File: src/rtl/tim_input_capture_if.sv
// ============================================================================
// Module     : tim_input_capture_if
// Description: Control/status bundle between the timer core and one
//              input-capture channel.
// Revision   : 1.0 - initial release
// ============================================================================
`default_nettype none

interface tim_input_capture_if #(
  parameter int CNT_W = 16
);
  logic             en;
  logic             tick;
  logic             cap_in;
  logic [1:0]       edge_sel;
  logic [3:0]       filt;
  logic             cap_ack;
  logic [CNT_W-1:0] cap_val;
  logic             cap_valid;
  logic             cap_sat;
  logic             ovr;
  logic             irq;

  modport master (
    output en, tick, cap_in, edge_sel, filt, cap_ack,
    input  cap_val, cap_valid, cap_sat, ovr, irq
  );

  modport slave (
    input  en, tick, cap_in, edge_sel, filt, cap_ack,
    output cap_val, cap_valid, cap_sat, ovr, irq
  );
endinterface

`default_nettype wire

File: src/rtl/tim_input_capture.sv
// ============================================================================
// Module     : tim_input_capture
// Description: Timer input-capture channel; measures the interval between
//              qualified, glitch-filtered pin edges in prescaled ticks.
// Revision   : 1.0 - initial release
// ============================================================================
`default_nettype none

module tim_input_capture #(
  parameter int CNT_W       = 16,
  parameter int SYNC_STAGES = 2
) (
  input  wire logic             clk,
  input  wire logic             rst,
  tim_input_capture_if.slave    bus
);

  localparam logic [CNT_W-1:0] CNT_MAX = '1;

  typedef enum logic [1:0] {
    IDLE = 2'd0,
    ARM  = 2'd1,
    MEAS = 2'd2
  } state_t;

  logic [SYNC_STAGES-1:0] sync;
  logic                   sync_out;
  logic                   level;
  logic                   level_q;
  logic [3:0]             fcnt;
  logic                   rise;
  logic                   fall;
  logic                   evt_match;
  logic                   evt;

  state_t                 state;
  logic [CNT_W-1:0]       cnt;
  logic [CNT_W-1:0]       cnt_inc;
  logic [CNT_W-1:0]       cap_val_q;
  logic                   cap_valid_q;
  logic                   cap_sat_q;
  logic                   ovr_q;

  always_ff @(posedge clk or posedge rst) begin
    if (rst) begin
      sync <= '0;
    end else begin
      sync <= {sync[SYNC_STAGES-2:0], bus.cap_in};
    end
  end

  assign sync_out = sync[SYNC_STAGES-1];

  // The filtered level only moves after filt+1 consecutive disagreeing
  // samples; any agreeing sample restarts the run.
  always_ff @(posedge clk or posedge rst) begin
    if (rst) begin
      level   <= 1'b0;
      level_q <= 1'b0;
      fcnt    <= 4'd0;
    end else begin
      level_q <= level;
      if (sync_out == level) begin
        fcnt <= 4'd0;
      end else if (fcnt >= bus.filt) begin
        level <= sync_out;
        fcnt  <= 4'd0;
      end else begin
        fcnt <= fcnt + 4'd1;
      end
    end
  end

  always_comb begin
    rise      = level & ~level_q;
    fall      = ~level & level_q;
    evt_match = 1'b0;
    unique case (bus.edge_sel)
      2'b00:   evt_match = rise;
      2'b01:   evt_match = fall;
      2'b10:   evt_match = rise | fall;
      default: evt_match = 1'b0;
    endcase
  end

  always_ff @(posedge clk or posedge rst) begin
    if (rst) begin
      evt <= 1'b0;
    end else begin
      evt <= evt_match;
    end
  end

  // Saturating count including a tick that lands on the capture clock.
  assign cnt_inc = (bus.tick && (cnt != CNT_MAX)) ? cnt + CNT_W'(1) : cnt;

  always_ff @(posedge clk or posedge rst) begin
    if (rst) begin
      state       <= IDLE;
      cnt         <= '0;
      cap_val_q   <= '0;
      cap_valid_q <= 1'b0;
      cap_sat_q   <= 1'b0;
      ovr_q       <= 1'b0;
    end else begin
      if (bus.cap_ack) begin
        cap_valid_q <= 1'b0;
        ovr_q       <= 1'b0;
      end

      if (!bus.en) begin
        state <= IDLE;
        cnt   <= '0;
      end else begin
        unique case (state)
          IDLE: begin
            cnt   <= '0;
            state <= ARM;
          end
          ARM: begin
            cnt <= '0;
            if (evt) begin
              state <= MEAS;
            end
          end
          MEAS: begin
            if (evt) begin
              // Later assignments override the ack clear: capture wins.
              cap_val_q   <= cnt_inc;
              cap_sat_q   <= (cnt_inc == CNT_MAX);
              cap_valid_q <= 1'b1;
              cnt         <= '0;
              if (cap_valid_q && !bus.cap_ack) begin
                ovr_q <= 1'b1;
              end
            end else begin
              cnt <= cnt_inc;
            end
          end
          default: begin
            state <= IDLE;
            cnt   <= '0;
          end
        endcase
      end
    end
  end

  assign bus.cap_val   = cap_val_q;
  assign bus.cap_valid = cap_valid_q;
  assign bus.cap_sat   = cap_sat_q;
  assign bus.ovr       = ovr_q;
  assign bus.irq       = cap_valid_q | ovr_q;

endmodule

`default_nettype wire

File: src/flat_wrapper.sv
// flat-port wrapper written by rule: the top's interface ports become plain ports
module tim_input_capture_flat 
#(
  parameter int CNT_W       = 16,
  parameter int SYNC_STAGES = 2
)
  (clk, rst, bus_en, bus_tick, bus_cap_in, bus_edge_sel, bus_filt, bus_cap_ack, bus_cap_val, bus_cap_valid, bus_cap_sat, bus_ovr, bus_irq);
  tim_input_capture_if #(.CNT_W(CNT_W)) bus_i ();
  input  wire logic clk;
  input  wire logic rst;
  input wire logic [$bits(bus_i.en)-1:0] bus_en;
  input wire logic [$bits(bus_i.tick)-1:0] bus_tick;
  input wire logic [$bits(bus_i.cap_in)-1:0] bus_cap_in;
  input wire logic [$bits(bus_i.edge_sel)-1:0] bus_edge_sel;
  input wire logic [$bits(bus_i.filt)-1:0] bus_filt;
  input wire logic [$bits(bus_i.cap_ack)-1:0] bus_cap_ack;
  output wire logic [$bits(bus_i.cap_val)-1:0] bus_cap_val;
  output wire logic [$bits(bus_i.cap_valid)-1:0] bus_cap_valid;
  output wire logic [$bits(bus_i.cap_sat)-1:0] bus_cap_sat;
  output wire logic [$bits(bus_i.ovr)-1:0] bus_ovr;
  output wire logic [$bits(bus_i.irq)-1:0] bus_irq;
  assign bus_i.en = bus_en;
  assign bus_i.tick = bus_tick;
  assign bus_i.cap_in = bus_cap_in;
  assign bus_i.edge_sel = bus_edge_sel;
  assign bus_i.filt = bus_filt;
  assign bus_i.cap_ack = bus_cap_ack;
  assign bus_cap_val = bus_i.cap_val;
  assign bus_cap_valid = bus_i.cap_valid;
  assign bus_cap_sat = bus_i.cap_sat;
  assign bus_ovr = bus_i.ovr;
  assign bus_irq = bus_i.irq;
  tim_input_capture #(.CNT_W(CNT_W), .SYNC_STAGES(SYNC_STAGES)) u_core (.clk(clk), .rst(rst), .bus(bus_i));
endmodule
File: config.mk
export PLATFORM = sky130hd
export DESIGN_NAME = tim_input_capture_flat
export DESIGN_NICKNAME = d
export VERILOG_FILES = /design/src/rtl/tim_input_capture_if.sv /design/src/rtl/tim_input_capture.sv /design/src/flat_wrapper.sv
export SDC_FILE = /design/constraint.sdc
export NUM_CORES = 1
export LEC_CHECK = 0
export ABC_AREA = 1
export BUFFER_PORTS_ARGS = -buffer_cell sky130_fd_sc_hd__buf_2
export CORE_ASPECT_RATIO = 0.9
export CORE_MARGIN = 2
export CORE_UTILIZATION = 59
export CTS_BUF_LIST = sky130_fd_sc_hd__clkbuf_4
export CTS_CLUSTER_DIAMETER = 60
export DETAILED_ROUTE_END_ITERATION = 12
export PLACE_DENSITY = 0.79
export SETUP_SLACK_MARGIN = 0.2
export SLEW_MARGIN = 30
export SYNTH_ARGS = -nofsm -noshare
export SYNTH_HDL_FRONTEND = slang
export SYNTH_SLANG_ARGS = --single-unit
File: constraint.sdc
create_clock -name clk -period 2 [get_ports clk]
set_clock_uncertainty 0.15 [all_clocks]
set_input_delay 0.2 -clock clk [delete_from_list [all_inputs] [get_ports clk]]
set_output_delay 0.2 -clock clk [all_outputs]
set_load 0.1 [all_outputs]
==> impl_metrics.toml <==
[setup_path]
rrSetupSlack_ns = 0.1
cp_top_family = "simple AND/OR/NAND/NOR gates"
slowest_stage = "dfrtp_1"
cp_num_buf_inv = 1
crit_top_cell = "nand2_2"
critPathRequiredTime_ns = 2.16
path_class = "reg2reg"
cp-startpoint = "u_core.cnt[0]"
cp-end-kind = "flop"
path_cells = "ha_4 -> nand2_2 -> nor2_2 -> nand2_2 -> nor2_4 -> nor2_4 -> buf_6 -> nand2_2 -> nand2_2 -> a21oi_2 -> nand2_1 -> nor2_1 -> nand2_1 -> nand2_1"
worstSetupStartpointType = "flop"
cp_max_fo = 6
worstReg2RegStart = "u_core.cnt[0]"
cp.arrival_ns = 2.07
slowest_delay_ns = 0.43

[routing]
drt_iter0_drc = 202
dr_total_vias = 2281
dr.pass1.iters = 6
vias_per_cell = 5.33
wl_per_cell_um = 13.8
drc_errors = 0
ant_nets = 0
totalWireLength_mm = 5.92

[min_path]
hold_path.startpoint = "bus_tick"
holdCritPathClass = "in2reg"

[die]
core_area_um2 = 4020
rows = 22
io_pins = 32
die-width_um = 71.6
die_h_um = 64.9
die_area_um2 = 4650
start_util = 0.605

[cts]
path_clk_slew_ns = 0.13
cts-root-buf = "clkbuf_4"
cts_tree = "yes"
numCtsBuffers = 5
cts_sinks = 46
htreeDepth = 2
clk_latency_ns = 0.36
cts_buffer_depth = 2

[synthesis]
synth_top_family_by_area = "simple AND/OR/NAND/NOR gates"
syn_area_um2 = 2430
synth-xor-area-share = 0.0180
ys_warn_count = 0
ys_seq_area_frac = 0.474
syn-num-nets = 337
synth-compound-area-share = 0.0592
yosys.area_share.simple = 0.337
synth.avg_cell_area_um2 = 7.67
synth_cells = 317
synthAdderAreaFrac = 0.0412
ys_types = 28
ys_seq_elements = 46
muxShareOfSynthArea = 0

[layout]
fin_nets = 399
final_cell_mix = "nand2_1, dfrtp_1, inv_1, nor2_1, buf_2"
final_common_cell = "nand2_1"
postLayoutCoreUtil = 0.774
antenna-diode-count = 0
syn_to_final_growth_pct = 28.0
drive_gt1_frac = 0.311

[sta]
post-route-period-util = 0.951
slew_headroom = 0.616
fin_setup_tns_ns = 0
grt_setup_unrepaired = "yes"
min_period_ns = 1.90
worst_slew_pin_slew_ns = 0.575
setup_viol = 0
hold_violations = 0
maxSlewViolCount = 0
max_freq_ghz = 0.526
fin_ws_ns = 0.0989

[power]
powerDensity_nw_per_um2 = 892
leakage_nw = 1.50
ir_worst_vdd_v = 0.000741

[global_routing]
grt-ovfl-total = 0
grt_pass1_vias = 2192
grt_pass1_wl_mm = 9.69
grt_max_degree = 47
grt_util_all_layers = 0.268
antenna_found_initial = 0

[placement]
gp_congestion = 0.994
dpl_worst_slack_ns = 0.0217
place_hpwl_mm = 3.77
io_buffers = 31

[status]
status = "completed"

[flow_run]
cap_violations = 0
-- final cells by class --
cell class / count / area (um2)
clock buffers: 6 / 45.0
clock inverters: 2 / 33.8
fillers: 268 / 910
inverters: 37 / 139
multi-input cells: 228 / 1270
flip-flops and latches: 46 / 1160
well taps: 48 / 60.1
repair buffers: 61 / 407
-- kinds of logic after synthesis --
| logic type | after synthesis |
|---|---|
| AND/OR/NAND/NOR | 188 |
| flip-flops | 46 |
| buffers and inverters | 43 |
| AO/OA/AOI/OAI | 27 |
| adder cells (fa/ha/maj) | 8 |
| XOR/XNOR | 5 |
-- what timing repair did --
item	4_1_cts	5_1_grt
gates resized for setup	23	30
gates cloned	1	0
pin swaps	13	16
hold buffers	6	1
setup buffers	6	7
setup endpoints to repair	10	17
hold endpoints to repair	52	1
-- worst min-delay path, cell delays in order --
cell and delay, ns:
buf_2 0.16, nand2_8 0.12, nand2_1 0.06, nand2_2 0.08, nor2_1 0.04
-- synth_stat cells --
library cell	instances	area (um2)
nand2_1	98	368
dfrtp_1	46	1150
nor2_1	40	150
inv_1	36	135
o21ai_0	19	95.1
nand3_1	17	85.1
ha_1	8	100
nand4_1	8	50.1
nand2_2	7	43.8
nor2_2	5	31.3
nor3_1	5	25.0
a21oi_1	4	20.0
clkbuf_1	4	15.0
nand3b_1	3	22.5
xnor2_1	3	26.3
xor2_1	2	17.5
a221oi_1	1	8.76
buf_4	1	7.51
buf_6	1	11.3
inv_2	1	3.75
nand2_4	1	11.3
nor2_4	1	11.3
nor3b_1	1	7.51
nor4_1	1	6.26
o211ai_1	1	7.51
o21a_1	1	7.51
o21ai_1	1	5.00
or2_2	1	6.26
-- state kept, by name (all words and copies together), names as in the netlist --
name and cells:
u_core.level_q 1, u_core.level 1, u_core.fcnt 4, u_core.state 2, u_core.bus.cap_valid 1, u_core.bus.cap_val 16, u_core.evt 1, u_core.cnt 16
u_core.bus.ovr 1, u_core.sync 2, u_core.bus.cap_sat 1
-- power breakdown --
group | switching [mW] | internal, mW
clock network | 0.290 | 0.274
registers | 0.0863 | 1.07
logic | 0.831 | 0.226
-- metal layers --
layer  GRT usage  wire [um]
met1       0.362       2670
met2       0.438       2820
met3      0.0482        310
met4      0.0849        118
met5           0          0
-- path summary, 6_finish.rpt --
path	to	cells past startpoint
worst min register to register	u_core.sync[1]	0
worst max-delay path	u_core.bus.cap_sat	14
min in group asynchronous	u_core.bus.cap_val[10]	4
max in group asynchronous	u_core.bus.ovr	4
worst min-delay path	u_core.cnt[0]	5
worst max register to register	u_core.bus.cap_sat	14
-- metrics by stage --
| step | hold WS (ns) | instances | power, mW | area, um2 |
|---|---|---|---|---|
| final | 0.176 | 428 | 2.77 | 3110 |
| after global routing | 0.173 | 428 | 2.91 | 3110 |
| after CTS | 0.105 | 421 | 2.76 | 2950 |
| after detailed placement | 0.181 | 400 | 2.17 | 2700 |
| after global placement | 0.158 | 400 | 2.15 | 2700 |
| after floorplan | 0.0814 | 317 | 1.99 | 2440 |
(Power assumes the default switching activity.)
